$ cat src/rtl/raycast_pkg.sv
// Shared raycaster definitions: stepper state encoding, Q8.8 constants and
// saturating distance helpers.
package raycast_pkg;

  typedef enum logic [2:0] {
    IDLE  = 3'd0,
    STEP  = 3'd1,
    FETCH = 3'd2,
    CHECK = 3'd3,
    DONE  = 3'd4
  } state_t;

  localparam logic [15:0] ONE          = 16'h0100;
  localparam logic [15:0] DIST_MAX     = 16'hFFFF;
  localparam int          MAP_SIZE_DEF = 24;

  function automatic logic [15:0] sat_add(input logic [15:0] a, input logic [15:0] b);
    logic [16:0] s;
    s = {1'b0, a} + {1'b0, b};
    return s[16] ? DIST_MAX : s[15:0];
  endfunction

  function automatic logic [15:0] sat_sub(input logic [15:0] a, input logic [15:0] b);
    return (a > b) ? (a - b) : 16'h0000;
  endfunction

endpackage

$ cat src/rtl/dda_stepper.sv
// Grid DDA ray stepper: walks one ray through the tile map, one cell per four
// cycles, and reports the perpendicular distance and type of the first wall.
//
// state | meaning
// IDLE  | waiting for a ray, ray_ready_out high
// STEP  | advance one cell along the shorter side distance, issue map address
// FETCH | two cycles of map read latency
// CHECK | inspect map data: hit, timeout, or step again
// DONE  | result held on outputs until hit_ready_in
module dda_stepper
  import raycast_pkg::*;
#(
  parameter int MAP_SIZE  = MAP_SIZE_DEF,
  parameter int MAX_STEPS = 64
) (
  input  logic        pixel_clk_in,
  input  logic        rst_n_in,
  input  logic        ray_valid_in,
  output logic        ray_ready_out,
  input  logic [8:0]  hcount_in,
  input  logic [15:0] posX_in,
  input  logic [15:0] posY_in,
  input  logic        stepX_in,
  input  logic        stepY_in,
  input  logic [15:0] sideDistX_in,
  input  logic [15:0] sideDistY_in,
  input  logic [15:0] deltaDistX_in,
  input  logic [15:0] deltaDistY_in,
  output logic [9:0]  map_addr_out,
  input  logic [3:0]  map_data_in,
  output logic        hit_valid_out,
  input  logic        hit_ready_in,
  output logic [15:0] wall_dist_out,
  output logic        side_out,
  output logic [3:0]  wall_type_out,
  output logic [8:0]  hcount_out
);

  localparam int                 CNT_W      = $clog2(MAX_STEPS + 1);
  localparam logic signed [7:0]  MAP_LIM    = 8'(MAP_SIZE);
  localparam logic [9:0]         MAP_SIZE_W = 10'(MAP_SIZE);

  state_t state, state_nxt;

  logic             step_x, step_y;
  logic [15:0]      sd_x, sd_y, dd_x, dd_y;
  logic [7:0]       map_x, map_y;
  logic [CNT_W-1:0] step_cnt;
  logic             fetch_cnt;

  logic             take_x;
  logic [15:0]      sd_x_new, sd_y_new;
  logic [7:0]       map_x_new, map_y_new;
  logic             oob;
  logic [9:0]       addr_nxt;
  logic [15:0]      hit_dist, oob_dist;
  logic [CNT_W-1:0] step_cnt_inc;
  logic             timeout;
  logic             accept;
  logic             unused_bits;

  // Fractional position bits only matter to the upstream side-distance setup.
  assign unused_bits = ^{posX_in[15], posX_in[7:0], posY_in[15], posY_in[7:0]};

  assign ray_ready_out = (state == IDLE) && rst_n_in;
  assign hit_valid_out = (state == DONE);
  assign accept        = (state == IDLE) && ray_valid_in;

  always_comb begin
    take_x    = (sd_x < sd_y);
    sd_x_new  = sat_add(sd_x, dd_x);
    sd_y_new  = sat_add(sd_y, dd_y);
    map_x_new = map_x;
    map_y_new = map_y;
    if (take_x) map_x_new = step_x ? map_x + 8'd1 : map_x - 8'd1;
    else        map_y_new = step_y ? map_y + 8'd1 : map_y - 8'd1;
    // Map coordinates are signed so a step left of column 0 reads as negative.
    oob = map_x_new[7] || ($signed(map_x_new) >= MAP_LIM) ||
          map_y_new[7] || ($signed(map_y_new) >= MAP_LIM);
    addr_nxt     = 10'(map_y_new[6:0]) * MAP_SIZE_W + 10'(map_x_new[6:0]);
    hit_dist     = side_out ? sat_sub(sd_y, dd_y) : sat_sub(sd_x, dd_x);
    oob_dist     = take_x ? sat_sub(sd_x_new, dd_x) : sat_sub(sd_y_new, dd_y);
    step_cnt_inc = step_cnt + 1'b1;
    timeout      = (step_cnt_inc == CNT_W'(MAX_STEPS));
  end

  always_comb begin
    state_nxt = state;
    case (state)
      IDLE:    if (ray_valid_in) state_nxt = STEP;
      STEP:    state_nxt = oob ? DONE : FETCH;
      FETCH:   if (fetch_cnt) state_nxt = CHECK;
      CHECK:   begin
        if (map_data_in != 4'd0 || timeout) state_nxt = DONE;
        else                                state_nxt = STEP;
      end
      DONE:    if (hit_ready_in) state_nxt = IDLE;
      default: state_nxt = IDLE;
    endcase
  end

  always_ff @(posedge pixel_clk_in or negedge rst_n_in) begin
    if (!rst_n_in) state <= IDLE;
    else           state <= state_nxt;
  end

  always_ff @(posedge pixel_clk_in or negedge rst_n_in) begin
    if (!rst_n_in) begin
      step_x        <= 1'b0;
      step_y        <= 1'b0;
      sd_x          <= '0;
      sd_y          <= '0;
      dd_x          <= '0;
      dd_y          <= '0;
      map_x         <= '0;
      map_y         <= '0;
      step_cnt      <= '0;
      fetch_cnt     <= 1'b0;
      map_addr_out  <= '0;
      wall_dist_out <= '0;
      side_out      <= 1'b0;
      wall_type_out <= '0;
      hcount_out    <= '0;
    end else begin
      case (state)
        IDLE: begin
          if (accept) begin
            step_x     <= stepX_in;
            step_y     <= stepY_in;
            sd_x       <= sideDistX_in;
            sd_y       <= sideDistY_in;
            dd_x       <= deltaDistX_in;
            dd_y       <= deltaDistY_in;
            map_x      <= {1'b0, posX_in[14:8]};
            map_y      <= {1'b0, posY_in[14:8]};
            hcount_out <= hcount_in;
            step_cnt   <= '0;
            fetch_cnt  <= 1'b0;
          end
        end
        STEP: begin
          map_x     <= map_x_new;
          map_y     <= map_y_new;
          fetch_cnt <= 1'b0;
          if (take_x) begin
            sd_x     <= sd_x_new;
            side_out <= 1'b0;
          end else begin
            sd_y     <= sd_y_new;
            side_out <= 1'b1;
          end
          if (oob) begin
            wall_type_out <= 4'd1;
            wall_dist_out <= oob_dist;
          end else begin
            map_addr_out <= addr_nxt;
          end
        end
        FETCH: fetch_cnt <= ~fetch_cnt;
        CHECK: begin
          if (map_data_in != 4'd0) begin
            wall_type_out <= map_data_in;
            wall_dist_out <= hit_dist;
          end else begin
            step_cnt <= step_cnt_inc;
            if (timeout) begin
              wall_type_out <= 4'd0;
              wall_dist_out <= DIST_MAX;
            end
          end
        end
        default: ;
      endcase
    end
  end

endmodule

$ cat config.mk
export PLATFORM = sky130hd
export DESIGN_NAME = dda_stepper
export DESIGN_NICKNAME = d
export VERILOG_FILES = /design/src/rtl/raycast_pkg.sv /design/src/rtl/dda_stepper.sv
export SDC_FILE = /design/constraint.sdc
export NUM_CORES = 1
export LEC_CHECK = 0
export ABC_CLOCK_PERIOD_IN_PS = 10740
export BUFFER_PORTS_ARGS = -buffer_cell sky130_fd_sc_hd__buf_4
export CORE_MARGIN = 2
export CORE_UTILIZATION = 60
export CTS_BUF_LIST = sky130_fd_sc_hd__clkbuf_16
export DETAILED_ROUTE_END_ITERATION = 12
export GPL_ROUTABILITY_DRIVEN = 0
export PLACE_DENSITY = 0.87
export SLEW_MARGIN = 10
export SYNTH_ARGS = -nofsm -noshare
export SYNTH_HDL_FRONTEND = slang
export SYNTH_SLANG_ARGS = --single-unit
$ cat constraint.sdc
create_clock -name pixel_clk_in -period 10.74 [get_ports pixel_clk_in]
set_clock_uncertainty 0.2 [all_clocks]
set_input_delay 0.537 -clock pixel_clk_in [delete_from_list [all_inputs] [get_ports pixel_clk_in]]
set_output_delay 0.537 -clock pixel_clk_in [all_outputs]
set_load 0.005 [all_outputs]
# --- Yosys cells after proc, flatten, opt, wreduce, memory -nomap -nowiden ---
# Index checks and enable logic that the tools add are counted.
op_classes:
  bitwise_logic: 2
  order_cmp: 7
  n_eq_ne: 14
  add_sub_neg: 12
  mul: 1
  reduce_logical: 21
  muxes: 42
ops:
  columns: ["cell", "n"]
  rows:
  - ["$mux 16", 15]
  - ["$pmux 16 s2", 3]
  - ["$gt 16x16->1", 4]
  - ["$sub 16x16->16", 4]
  - ["$mux 8", 6]
  - ["$add 16x16->17", 2]
  - ["$pmux 8 s2", 2]
  - ["$add 8x1->8 const B", 2]
  - ["$ge 8x6->1 const B", 2]
  - ["$lt 16x16->1", 1]
  - ["$sub 8x1->8 const B", 2]
  - ["$mux 3", 5]
  - ["$pmux 3 s5", 1]
  - ["$reduce_and 3->1", 5]
  - ["$mux 7", 2]
  - ["$ne 2x2->1 const B", 7]
  - ["$pmux 7 s2", 1]
  - ["$mux 4", 3]
  - ["$add 10x7->10", 1]
  - ["$pmux 4 s2", 1]
  - ["$reduce_and 2->1", 4]
  - ["$add 7x1->7 const B", 1]
  - ["$eq 7x7->1 const B", 1]
  - ["$mul 7x2->7 const B", 1]
  - ["other kinds (14)", 23]
word_totals:
  reg_bits: 133
  input_bits: 115
  word_cells: 115
  out_inout_bits: 42

# --- Longest topological paths before layout ---
depth:
  ltp_word: 9
  mapped_depth: 21
  mapped_depth_nobuf: 20

# --- Worst setup path after synthesis ---
# OpenSTA, ideal clock, no wires.
synth_path:
  path_type: "reg2reg"
  from: "register dd_x[0]"
  to: "register wall_dist_out[3]"
  arrival_time_ps: 4599
  n_path_buf: 2
  stages_incl_launch_ff: 21
  required_ps: 10403
  slack_ps: 5804
  setup_ps: 137
  synth_period_minus_slack_ps: 4936
  path_cell_list: "dfrtp_1 -> ha_1 -> fa_1 -> nor2b_1 -> o311ai_1 -> a21oi_1 -> o21a_2 -> nor2_1 -> clkbuf_1 -> nand2_1 -> ha_1 -> nor2b_1 -> o31a_1 -> o21ai_1 -> a21oi_1 -> a311o_1 -> a31oi_2 -> nor2_4 -> buf_6 -> a221oi_1 -> o31ai_1"
synth_between:
  elab_chain_cells: 7
  elab_cells_between_ends: 13
  cone_classes: "add/sub: 3; order compare: 2; mux: 8"
synth_lines:
  columns: ["element", "line", "text"]
  rows:
  - ["from (decl)", "dda_stepper.sv:46", "logic [15:0] sd_x, sd_y, dd_x, dd_y;"]
  - ["from (signal assigned)", "dda_stepper.sv:132", "dd_x <= deltaDistX_in;"]
  - ["$add 16x16->17", "raycast_pkg.sv:19", "s = {1'b0, a} + {1'b0, b};"]
  - ["$mux 16", "raycast_pkg.sv:20", "return s[16] ? DIST_MAX : s[15:0];"]
  - ["$sub 16x16->16 or $gt 16x16->1 (tied branches)", "raycast_pkg.sv:24", "return (a > b) ? (a - b) : 16'h0000;"]
  - ["$mux 16", "raycast_pkg.sv:24", null]
  - ["$mux 16", "dda_stepper.sv:82", "oob_dist = take_x ? sat_sub(sd_x_new, dd_x) : sat_sub(sd_y_new, dd_y);"]
  - ["$mux 16", "dda_stepper.sv:152", "if (oob) begin"]
  - ["$pmux 16 s2 (*)", "dda_stepper.sv:125", "case (state)"]
  - ["to (signal assigned)", "dda_stepper.sv:154", "wall_dist_out <= oob_dist;"]
  - ["to (signal assigned)", "dda_stepper.sv:163", "wall_dist_out <= hit_dist;"]
  - ["to (decl)", "dda_stepper.sv:33", "output logic [15:0] wall_dist_out,"]
# Every way passes the cells marked *; elsewhere a longest branch is shown, timed or not. The select of a mux whose other input is x is not followed.
# A chain may end at the register's enable or synchronous reset.

# --- Worst setup path after layout ---
# Same ends and word-level chain as after synthesis.

==> qor.yml <==
cts:
  cts_max_level: 4
  cts_root_buf: "clkbuf_16"
  clk_latency_ns: 0.44
  cts_setup_buffers: 0
  clkTransAtPathRegs_ns: 0.07
  hold_buffers: 1
  clkSinkCount: 133
  cts_resized: 0
  cts.path.max_buffers: 2
  cts_tree: "built"
  numCtsBuffers: 17
logic_synthesis:
  async_flop_share: 1.00
  syn-cell-area_um2: 12400
  yosysMostFrequentCell: "nand2_1"
  yosys_register_bits: 133
  syn_inst: 1525
  synth_top_family_by_area: "compound AO/OA/AOI/OAI gates"
  synthTopCellsByCount: "198 x nand2_1, 134 x ha_1, 133 x dfrtp_1"
  synth-main-ff-cell: "dfrtp_1"
  synth_compound_area_frac: 0.258
  syn_nets: 1784
  synth_top_area_cell: "dfrtp_1"
  yosys_warnings: 0
  synth_top_cell_area_share: 0.268
  synthDistinctLibCells: 90
  synth_xor_area_frac: 0.0627
  synth_mux_area_frac: 0.0211
  synth_edf_count: 0
  syn_area_per_cell_um2: 8.15
  yosys.area_share.adder: 0.151
  synthSimpleGateAreaFrac: 0.179
  seq_area_frac_synth: 0.268
  netlist_top_cells_area: "dfrtp_1 27%, ha_1 13%, nand2_1 6.0%, o21ai_0 5.0%, a21oi_1 4.3%"
worst_setup_path:
  crit_arrival_ns: 5.91
  reg2reg_from: "dd_x[0]"
  cp-endpoint: "wall_dist_out[3]"
  crit_type: "reg -> reg"
  crit_path_end_kind: "register"
  r2r_slack_ns: 4.98
  r2r_end: "wall_dist_out[3]"
  critPathLaunchType: "register"
  startpoint: "dd_x[0]"
  critPathMaxFanout: 22
  required_ns: 10.89
  reg2reg_depth: 19
floorplanning:
  dieArea_um2: 21900
  fp-row-count: 52
  initial_core_util: 0.612
  core-area_um2: 20300
  die_x_um: 148
  fp.dieH_um: 148
  io-pin-count: 157
sta:
  tightest_slew_ns: 1.16
  maxSlewHeadroom: 0.225
  fin_setup_tns_ns: 0
  setup_violations: 0
  period_minus_slack_ns: 5.76
  rsz0062_at_grt: "no"
  fmax_mhz: 174
  period_share: 0.536
  slew_viol_final: 0
  hold_viol: 0
route:
  wl_um: 36200
  drc: 0
  wire_per_inst_um: 19.1
  drtIter0Drc: 961
  viasPerCell: 6.38
  first_pass_iters: 6
  ant_nets: 0
  via_count: 12100
grt:
  antenna_found_initial: 0
  grt_pass1_vias: 11600
  grt_pass1_wl_um: 58300
  grt-ovfl-total: 0
  track_usage: 0.332
  grt_max_degree: 75
min_path:
  holdPathStages: 3
  hold_class: "in -> reg"
placement:
  dp_hpwl_um: 26700
  placed_cell_area_um2: 13500
  portBuffers: 138
  dp.cells: 1866
finish:
  stdcell_count: 1899
  drive_above_1_share: 0.136
  diodes: 0
  area_growth_pct: 14.0
  final_net_count: 1875
  fin_area_um2: 14200
job:
  cap_violations: 0
outcome:
  status: "finished, final reports clean"
==> worst min path at each step <==
| stage | slack (ns) | start | to |
|---|---|---|---|
| 3_3_place_gp | 0.26 | hcount_out[6] | hcount_out[6] |
| 4_1_cts | 0.08 | hcount_in[3] | hcount_out[3] |
| 6_report | 0.08 | hcount_in[3] | hcount_out[3] |
| 2_1_floorplan | 0.04 | rst_n_in | dd_x[0] |
| 5_1_grt | 0.07 | hcount_in[2] | hcount_out[2] |
| 3_5_place_dp | 0.27 | hcount_out[4] | hcount_out[4] |
==> stage by stage <==
stage / worst slack [ns] / util / hold slack, ns
2_1_floorplan: 5.80 / - / 0.0414
3_3_place_gp: 5.31 / 0.667 / 0.261
3_5_place_dp: 5.20 / 0.667 / 0.266
4_1_cts: 5.10 / 0.697 / 0.0759
5_1_grt: 4.64 / 0.698 / 0.0728
6_report: 4.98 / 0.698 / 0.0791
==> state kept, by name, summed over array words and instances (netlist names), 3 cells and up <==
register and flops:
map_addr_out 10, sd_x 16, map_x 8, step_cnt 7, sd_y 16, wall_dist_out 16
hcount_out 9, dd_x 16, state 3, wall_type_out 4, dd_y 16, map_y 8
==> kinds of logic after synthesis <==
kind of cell    after synthesis
xor+xnor                     89
fa+ha+maj                   144
buf+inv                     182
flops                       133
mux                          25
compound gates              474
simple gates                478
==> routing by layer <==
| layer | GRT usage | vias up | share of wire |
|---|---|---|---|
| met5 | 0 | - | 0 |
| met4 | 0.160 | 0 | 0.050 |
| met3 | 0.0670 | 144 | 0.082 |
| met2 | 0.551 | 602 | 0.46 |
| met1 | 0.416 | 5744 | 0.40 |
| li1 | - | 5632 | - |
==> worst max-delay path: stages, from the launching register on <==
cell and delay (ns):
dfrtp_1 0.51, ha_1 0.30, fa_1 0.41, nor2b_1 0.18
o311ai_1 0.37, a21oi_1 0.20, o21a_2 0.32, nor2_1 0.13
buf_4 0.29, o21ai_0 0.22, ha_1 0.41, o21a_1 0.14
o31a_1 0.16, o21ai_1 0.09, a21oi_1 0.33, a311o_1 0.32
a31oi_2 0.21, nor2_4 0.44, a221oi_1 0.19, o31ai_1 0.25
==> placed cells by master, fill, tap and decap left out, types with 32 or more instances in the layout <==
cell / Yosys / routed
inv_1: 107 / 107
xnor2_1: 60 / 60
nor2_1: 105 / 103
nor3_1: 32 / 32
nand2_1: 198 / 197
a21oi_1: 106 / 106
dfrtp_1: 133 / 133
o21ai_0: 124 / 124
buf_4: 5 / 144
a21o_1: 40 / 40
ha_1: 134 / 134
==> cell type report <==
type                            count  area, um^2
Tap cell                          270         338
Fill cell                        1608        6140
Clock buffer                       17         425
Inverter                          108         405
Clock inverter                     15         181
Multi-Input combinational cell   1210        8380
Sequential cell                   133        3330
Timing Repair Buffer              146        1100
Power is left out: the tool's default activity adds up to more than one toggle a clock period on the data nets, which glitch-free logic cannot reach.
